--- src/rtl/seg_display_decoder.sv ---
// Receive-side monitor for the two-digit multiplexed seven-segment bus.
// Debounces each scanned digit, decodes it back to BCD and reports complete frames.
module seg_display_decoder #(
  parameter int STABLE_CYCLES  = 2,
  parameter int TIMEOUT        = 64,
  parameter bit SEG_ACTIVE_LOW = 1'b0
) (
  input  logic       CLOCK,
  input  logic       RESET,
  input  logic [6:0] DISP,
  input  logic [1:0] DISP_D,
  output logic [7:0] NUM_OUT,
  output logic       NUM_VALID,
  output logic       NUM_CHANGED,
  output logic       SEG_ERR,
  output logic       SCAN_STALL
);

  localparam int SW = $clog2(STABLE_CYCLES + 1);
  localparam int TW = $clog2(TIMEOUT + 1);
  localparam logic [1:0] SEL_ONES  = 2'b10;
  localparam logic [1:0] SEL_TENS  = 2'b01;
  localparam logic [1:0] SEL_BLANK = 2'b11;
  localparam logic [1:0] SEL_ILL   = 2'b00;

  typedef enum logic [1:0] {IDLE, SETTLE, HELD} st_t;

  typedef struct packed {
    logic       ok;
    logic [3:0] bcd;
  } dec_t;

  function automatic dec_t seg_decode(input logic [6:0] p);
    dec_t d;
    d.ok = 1'b1;
    unique case (p)
      7'h3F:   d.bcd = 4'd0;
      7'h06:   d.bcd = 4'd1;
      7'h5B:   d.bcd = 4'd2;
      7'h4F:   d.bcd = 4'd3;
      7'h66:   d.bcd = 4'd4;
      7'h6D:   d.bcd = 4'd5;
      7'h7D:   d.bcd = 4'd6;
      7'h07:   d.bcd = 4'd7;
      7'h7F:   d.bcd = 4'd8;
      7'h6F:   d.bcd = 4'd9;
      default: begin d.ok = 1'b0; d.bcd = 4'd0; end
    endcase
    return d;
  endfunction

  logic [6:0]    s_seg, p_seg;
  logic [1:0]    s_sel, p_sel;
  st_t           state;
  logic [SW-1:0] stab_cnt;
  logic [TW-1:0] stall_cnt, stall_nxt;
  logic [3:0]    ones_buf, tens_buf;
  logic          have_ones, have_tens;

  logic sel_chg, seg_chg, sel_ok, capture, cap_ok, frame;
  dec_t dec;

  always_comb begin
    sel_chg = (s_sel != p_sel);
    seg_chg = (s_seg != p_seg);
    sel_ok  = (s_sel == SEL_ONES) || (s_sel == SEL_TENS);
    dec     = seg_decode(SEG_ACTIVE_LOW ? ~s_seg : s_seg);
    // capture only once the sampled bus has held for STABLE_CYCLES cycles
    capture = (state == SETTLE) && sel_ok && !sel_chg && !seg_chg &&
              (stab_cnt == SW'(STABLE_CYCLES));
    cap_ok  = capture && dec.ok;
    frame   = have_ones && have_tens;
    if (sel_chg)                       stall_nxt = '0;
    else if (stall_cnt != TW'(TIMEOUT)) stall_nxt = stall_cnt + 1'b1;
    else                               stall_nxt = stall_cnt;
  end

  always_ff @(posedge CLOCK or negedge RESET) begin
    if (!RESET) begin
      s_seg       <= '0;
      p_seg       <= '0;
      s_sel       <= SEL_BLANK;
      p_sel       <= SEL_BLANK;
      state       <= IDLE;
      stab_cnt    <= '0;
      stall_cnt   <= '0;
      ones_buf    <= '0;
      tens_buf    <= '0;
      have_ones   <= 1'b0;
      have_tens   <= 1'b0;
      NUM_OUT     <= '0;
      NUM_VALID   <= 1'b0;
      NUM_CHANGED <= 1'b0;
      SEG_ERR     <= 1'b0;
      SCAN_STALL  <= 1'b0;
    end else begin
      s_seg <= DISP;
      s_sel <= DISP_D;
      p_seg <= s_seg;
      p_sel <= s_sel;

      if (sel_chg || seg_chg)                  stab_cnt <= SW'(1);
      else if (stab_cnt != SW'(STABLE_CYCLES)) stab_cnt <= stab_cnt + 1'b1;

      if (sel_chg)                         state <= sel_ok ? SETTLE : IDLE;
      else if (capture)                    state <= HELD;
      else if (state == HELD && seg_chg)   state <= SETTLE;

      SEG_ERR <= (sel_chg && s_sel == SEL_ILL) || (capture && !dec.ok);

      if (cap_ok && s_sel == SEL_ONES) ones_buf <= dec.bcd;
      if (cap_ok && s_sel == SEL_TENS) tens_buf <= dec.bcd;
      // a capture in the completing cycle belongs to the next frame
      have_ones <= (have_ones && !frame) || (cap_ok && s_sel == SEL_ONES);
      have_tens <= (have_tens && !frame) || (cap_ok && s_sel == SEL_TENS);

      NUM_VALID   <= frame;
      NUM_CHANGED <= frame && ({tens_buf, ones_buf} != NUM_OUT);
      if (frame) NUM_OUT <= {tens_buf, ones_buf};

      stall_cnt  <= stall_nxt;
      SCAN_STALL <= (stall_nxt == TW'(TIMEOUT));
    end
  end

endmodule
--- config.mk ---
export PLATFORM = sky130hd
export DESIGN_NAME = seg_display_decoder
export DESIGN_NICKNAME = d
export VERILOG_FILES = /design/src/rtl/seg_display_decoder.sv
export SDC_FILE = /design/constraint.sdc
export NUM_CORES = 1
export LEC_CHECK = 0
export CELL_PAD_IN_SITES_DETAIL_PLACEMENT = 0
export CELL_PAD_IN_SITES_GLOBAL_PLACEMENT = 2
export CORE_MARGIN = 5
export CORE_UTILIZATION = 41
export CTS_CLUSTER_DIAMETER = 50
export CTS_CLUSTER_SIZE = 30
export DETAILED_ROUTE_END_ITERATION = 16
export MAX_ROUTING_LAYER = met4
export PLACE_DENSITY = 0.84
export SLEW_MARGIN = 15
export SYNTH_ARGS = -nofsm -noshare
export SYNTH_HDL_FRONTEND = slang
export SYNTH_SLANG_ARGS = --single-unit
--- constraint.sdc ---
create_clock -name CLOCK -period 3 [get_ports CLOCK]
set_input_delay 0.6 -clock CLOCK [delete_from_list [all_inputs] [get_ports CLOCK]]
set_output_delay 0.6 -clock CLOCK [all_outputs]
set_load 0.01 [all_outputs]
==> impl_metrics.env, run 1 <==
export IMPL_synth_common_cells="47 x dfrtp_1, 21 x xor2_1, 15 x nand2_1, 11 x nor2_1, 11 x o21ai_0"
export IMPL_die_h_um=86.7
export IMPL_synthesis_nets=228
export IMPL_drive_gt1_share_pct=16.7
export IMPL_period_minus_slack_ns=2.24
export IMPL_path_clk_slew_ns=0.08
export IMPL_root_buffer="clkbuf_8"
export IMPL_initialDrtViolationCount=49
export IMPL_synth_edf_count=0
export IMPL_num_fill_cells=557
export IMPL_timing_fmax_mhz=446
export IMPL_nets=250
export IMPL_synthArstFlopShare_pct=100
export IMPL_critPathArrivalTime_ns=2.43
export IMPL_synthDistinctLibCells=48
export IMPL_cp_start_kind="flip-flop"
export IMPL_crit_fanout=6
export IMPL_h_tree_depth=2
export IMPL_final_setup_viol_count=0
export IMPL_hp_class="in -> async"
export IMPL_tightestPinTransition_ns=0.592
export IMPL_clkLatencyLatePin_ns=0.30
export IMPL_area_growth_syn_to_layout_pct=15.2
export IMPL_first_pass_iters=4
export IMPL_cts_tree="yes"
export IMPL_pwr_density_cell_nw_per_um2=449
export IMPL_synth_seq_cells=51
export IMPL_ys_warn_count=0
export IMPL_wl_per_cell_um=13.3
export IMPL_die_area_um2=7520
export IMPL_maxSlewViolCount=0
export IMPL_start_util_pct=41.5
export IMPL_grt_pass1_vias=1567
export IMPL_status="completed"
export IMPL_crit_type="reg -> reg"
export IMPL_fin_tns_setup_ns=0
export IMPL_totalWireLength_mm=4.10
export IMPL_clock_sinks=51
export IMPL_antenna_found_initial=0
export IMPL_portBuffers=22
export IMPL_ios=23
export IMPL_track_usage_pct=12.6
export IMPL_syn_area_um2=2410
export IMPL_cp_required_ns=3.19
export IMPL_utilization_pct=47.8
export IMPL_gr_usage_met1_pct=16.5
export IMPL_diodes=0
export IMPL_synth_most_common_cell="dfrtp_1"
export IMPL_grt_overflow=0
export IMPL_globalRouteMet3Util_pct=2.57
export IMPL_cts_buffers=5
export IMPL_antenna_left=0
export IMPL_hold_buffers=0
export IMPL_use_met2_pct=19.1
export IMPL_ys_flop_type="dfrtp_1"
export IMPL_postSynthCellCount=211
export IMPL_grt_busiest_layer="met2"
export IMPL_yosysTopAreaCell="dfrtp_1"
export IMPL_total_leakage_power_nw=1.24
export IMPL_cts_setup_buffers=0
export IMPL_pre_cts_ws_ns=0.802
export IMPL_avgSynthCellArea_um2=11.4
export IMPL_num_vias=1561
export IMPL_synth_top_area_share_pct=48.8
export IMPL_maxCapViolCount=0
export IMPL_clockBufferDepth=2
export IMPL_timing_final_crit_share_pct=74.7
export IMPL_synth_area_leaders="dfrtp_1 49%, xor2_1 7.6%, mux2_2 4.7%"
export IMPL_avgViaCountPerCell=5.05
export IMPL_setup_slack_ns=0.759
export IMPL_rows=28
export IMPL_rsz0062_at_grt="false"
export IMPL_chipWidth_um=86.7
export IMPL_peakVddDrop_mv=0.213
export IMPL_cp_end_kind="flip-flop"
export IMPL_grt_pass1_wl_mm=7.27
export IMPL_dp_hpwl_mm=2.96
export IMPL_ys_seq_area_share_pct=53.1
export IMPL_fin_worst_skew_ns=0.00922
export IMPL_hold_violations=0
export IMPL_core_area_um2=5820
export IMPL_place_gp_congestion=0.814
export IMPL_drc=0
export IMPL_relSlewSlack_pct=60.2
export IMPL_grt_max_degree=49
export IMPL_cts_repair_resized=0
placed cells by master, fill, tap and decap left out, drive strengths merged, types with 2 or more instances in the layout:
| cell type | instances |
|---|---|
| o22ai | 2 |
| dfrtp | 47 |
| dfstp | 4 |
| buf | 2 |
| nor4 | 7 |
| clkdlybuf4s50 | 21 |
| o21ai | 11 |
| nand3 | 5 |
| or3b | 2 |
| mux2i | 3 |
| nand2 | 15 |
| inv | 7 |
| o31ai | 2 |
| or2 | 3 |
| clkbuf | 7 |
| xor2 | 21 |
| nor2 | 13 |
| nand4 | 5 |
| ha | 6 |
| nor3 | 9 |
| mux2 | 12 |
| xnor2 | 3 |
| or3 | 3 |
| a21oi | 7 |
sequential cells by signal (all words and copies together), names as in the netlist:
register / flops
NUM_CHANGED: 1
NUM_OUT: 8
NUM_VALID: 1
SCAN_STALL: 1
SEG_ERR: 1
have_ones: 1
have_tens: 1
ones_buf: 4
p_seg: 7
p_sel: 2
s_seg: 7
s_sel: 2
stab_cnt: 2
stall_cnt: 7
state: 2
tens_buf: 4
stage by stage:
| stage | power, mW | area (µm²) | hold WS, ns | std cells |
|---|---|---|---|---|
| 3_3_place_gp | 0.838 | 2670 | 0.380 | 301 |
| 6_report | 1.25 | 2780 | 0.292 | 309 |
| 2_1_floorplan | 0.800 | 2410 | 0.304 | 211 |
| 3_5_place_dp | 0.838 | 2670 | 0.386 | 301 |
| 5_1_grt | 1.31 | 2780 | 0.365 | 309 |
| 4_1_cts | 1.27 | 2780 | 0.399 | 309 |
metal layers:
metal	up-vias	share of wire (%)
met5	-	0
met4	0	1.8
met3	7	4.2
met2	28	46
met1	737	48
li1	789	-
logic make-up (layout without fill, tap and decap cells):
kind of cell             after synthesis  after routing  synth area share (%)
buffers and inverters                 15             38                  3.42
adder cells (fa/ha/maj)                6              6                  3.11
XOR/XNOR                              24             24                  8.71
multiplexers                          15             15                  6.85
AND/OR/NAND/NOR                       67             67                  15.3
AO/OA/AOI/OAI                         33             33                  9.49
flip-flops                            51             51                  53.1
worst paths after layout:
path	slack, ns	startpoint	endpoint	cells past startpoint
worst max-delay path	0.76	s_sel[0]	tens_buf[1]	7
worst min-delay path	0.29	RESET	p_seg[3]	1
worst max register to register	0.76	s_sel[0]	tens_buf[1]	7
worst min register to register	0.40	s_sel[1]	p_sel[1]	0
max in group asynchronous	2.12	RESET	p_sel[0]	2
min in group CLOCK	0.40	s_sel[1]	p_sel[1]	0
area by class of cell:
class	count	area (µm²)	share of cell area, %
inverter	7	26.3	0.946
timing repair buffer	23	225	8.10
clock inverter	1	7.51	0.270
clock buffer	7	96.3	3.47
multi-input combinational	145	1050	37.7
sequential	51	1280	46.1
tap	75	93.8	3.38
power by group:
group | switching, mW | internal [mW] | total (mW) | leakage, nW
combinational | 0.0525 | 0.0396 | 0.0920 | 0.533
clock | 0.215 | 0.210 | 0.424 | 0.0505
sequential | 0.0239 | 0.707 | 0.731 | 0.657
worst max-delay path, cell delays in order (launching register included):
cell and delay, ns:
dfstp_2 0.57, inv_1 0.06, ha_1 0.38, nand4b_1 0.15
nor3_1 0.23, nand4_1 0.21, nor2_4 0.18, mux2_1 0.34
Note: power is estimated with default switching activity, not from simulation.
==> run 2, diff against run 1 <==
- CORE_UTILIZATION: 41 -> 38
- PLACE_DENSITY: 0.84 -> 0.79
- clock period: 3 -> 2.15 ns (I/O delays scaled with it)
==> run 2 against run 1 <==
Compared with the run above:
- non-clock buffer count grew 9
- final area grew 2.5%
- critical endpoint unchanged
- via count grew 4.7%
- critical path type unchanged
- die area grew 7.0%
- global-route usage shrank 0.12 points
- clock power grew 24%
- sequential cell count is the same
- power grew 36%
==> impl_metrics.env, run 2 (same netlist as run 1, synthesis figures left out) <==
export IMPL_status="completed"
export IMPL_grt_overflow=0
export IMPL_area_growth_syn_to_layout_pct=18.1
export IMPL_portBuffers=22
export IMPL_peakVddDrop_mv=0.367
export IMPL_rows=29
export IMPL_track_usage_pct=12.5
export IMPL_period_minus_slack_ns=2.02
export IMPL_finalPower_mw=1.69
export IMPL_p_seq_share_pct=59.9
export IMPL_start_util_pct=38.4
export IMPL_antenna_left=0
export IMPL_critical_path_slowest_cell="dfstp_2"
export IMPL_grt_pass1_wl_mm=7.51
export IMPL_clockBufferDepth=2
export IMPL_drc=0
export IMPL_clkLatencyLatePin_ns=0.30
export IMPL_total_leakage_power_nw=1.29
export IMPL_layout_common_cells="47 x dfrtp_1, 21 x xor2_1, 21 x clkdlybuf4s50_1"
export IMPL_fin_tns_setup_ns=0
export IMPL_slowest_delay_ns=0.58
export IMPL_totalWireLength_mm=4.33
export IMPL_timing_final_crit_share_pct=94.0
export IMPL_intPower_mw=1.28
export IMPL_hold_buffers=0
export IMPL_critPathArrivalTime_ns=2.21
export IMPL_cts_buffers=5
export IMPL_ios=23
export IMPL_drive_gt1_share_pct=20.6
export IMPL_timing_hold_ws_ns=0.111
export IMPL_combPwrFrac_pct=9.0
export IMPL_cp_required_ns=2.34
export IMPL_placed_cell_area_um2=2750
export IMPL_first_pass_iters=4
export IMPL_cp_end_kind="flip-flop"
export IMPL_cp_start_kind="flip-flop"
export IMPL_diodes=0
export IMPL_layout_cells_most_common="dfrtp_1"
export IMPL_maxSlewViolCount=0
export IMPL_pwr_density_cell_nw_per_um2=594
export IMPL_nets=259
export IMPL_cts_tree="yes"
export IMPL_dp_hpwl_mm=3.09
export IMPL_cp_top_family="simple AND/OR/NAND/NOR gates"
export IMPL_h_tree_depth=2
export IMPL_maxCapViolCount=0
export IMPL_place_gp_congestion=0.712
export IMPL_final_area_um2=2850
export IMPL_path_clk_slew_ns=0.09
export IMPL_crit_buf_inv=1
export IMPL_num_vias=1634
export IMPL_die_area_um2=8040
export IMPL_clock_sinks=51
export IMPL_largest_reg_flops=8
export IMPL_utilization_pct=45.4
export IMPL_root_buffer="clkbuf_8"
export IMPL_crit_fanout=4
export IMPL_hold_violations=0
export IMPL_die_h_um=89.7
export IMPL_grt_max_degree=52
export IMPL_cp_cell_sequence="inv_1, ha_1, nand4b_1, nor3_2, nand4_1, nor2_4, mux2_1"
export IMPL_avgViaCountPerCell=5.11
export IMPL_switchingPower_mw=0.416
export IMPL_largest_register="NUM_OUT"
export IMPL_hp_class="in -> async"
export IMPL_tightestPinTransition_ns=0.480
export IMPL_wl_per_cell_um=13.5
export IMPL_rsz0062_at_grt="false"
export IMPL_timing_fmax_mhz=495
export IMPL_crit_type="reg -> reg"
export IMPL_initialDrtViolationCount=49
export IMPL_core_area_um2=6280
export IMPL_grt_pass1_vias=1525
export IMPL_antenna_found_initial=0
export IMPL_swShare_pct=24.6
export IMPL_chipWidth_um=89.7
export IMPL_clockPowerShare_pct=31.1
export IMPL_final_setup_viol_count=0
export IMPL_fin_worst_skew_ns=0.00535
export IMPL_relSlewSlack_pct=68.0
-- run 2: cell count changes in the layout (fill, tap and decap cells not counted), sizes merged --
| cell | change |
|---|---|
| clkinv | +3 |
| buf | +9 |
| clkbuf | -2 |
| clkinvlp | -1 |
-- run 2: final timing paths --
path / startpoint / end / slack (ns) / depth (start not counted)
worst max-delay path: s_sel[0] / tens_buf[1] / 0.13 / 7
worst min-delay path: RESET / NUM_OUT[4] / 0.11 / 2
worst max register to register: s_sel[0] / tens_buf[1] / 0.13 / 7
worst min register to register: s_sel[0] / p_sel[0] / 0.40 / 0
max in group asynchronous: RESET / p_sel[1] / 1.76 / 2
min in group CLOCK: s_sel[0] / p_sel[0] / 0.40 / 0
-- run 2: cell type report --
type / instances / area, µm²
clock buffer: 5 / 68.8
clock inverter: 3 / 15.0
fill: 604 / 3430
inverter: 7 / 26.3
multi-input combinational: 145 / 1060
sequential: 51 / 1280
tap: 77 / 96.3
timing repair buffer: 32 / 303
-- run 2: per-layer routing --
metal  routed length [µm]  vias up  share of wire, %  global-route usage (%)
met5                    0        -                 0                       -
met4                   66        0               1.5                    4.06
met3                  170        5               3.9                    3.01
met2                 1960       29                45                    18.6
met1                 2140      794                49                    16.7
li1                     -      806                 -                       -
-- run 2: per-stage QoR --
step           setup slack, ns  instances
2_1_floorplan            0.144        211
3_3_place_gp             0.130        311
3_5_place_dp            0.0767        311
4_1_cts                 0.0674        319
5_1_grt                0.00205        320
6_report                 0.129        320
-- run 2: timing repair --
action	CTS	global route
buffers inserted	0	1
setup endpoints to repair	0	4
endpoints found under the hold margin	0	0
resized for setup	0	2
-- run 2: power groups by stage --
stage               sequential (mW)  combinational [mW]  clock [mW]
floorplan                      1.02              0.0927           0
finish                         1.01               0.152       0.527
detailed placement             1.03               0.154           0
CTS                            1.01               0.154       0.562
global route                   1.02               0.175       0.594
global placement               1.03               0.153           0
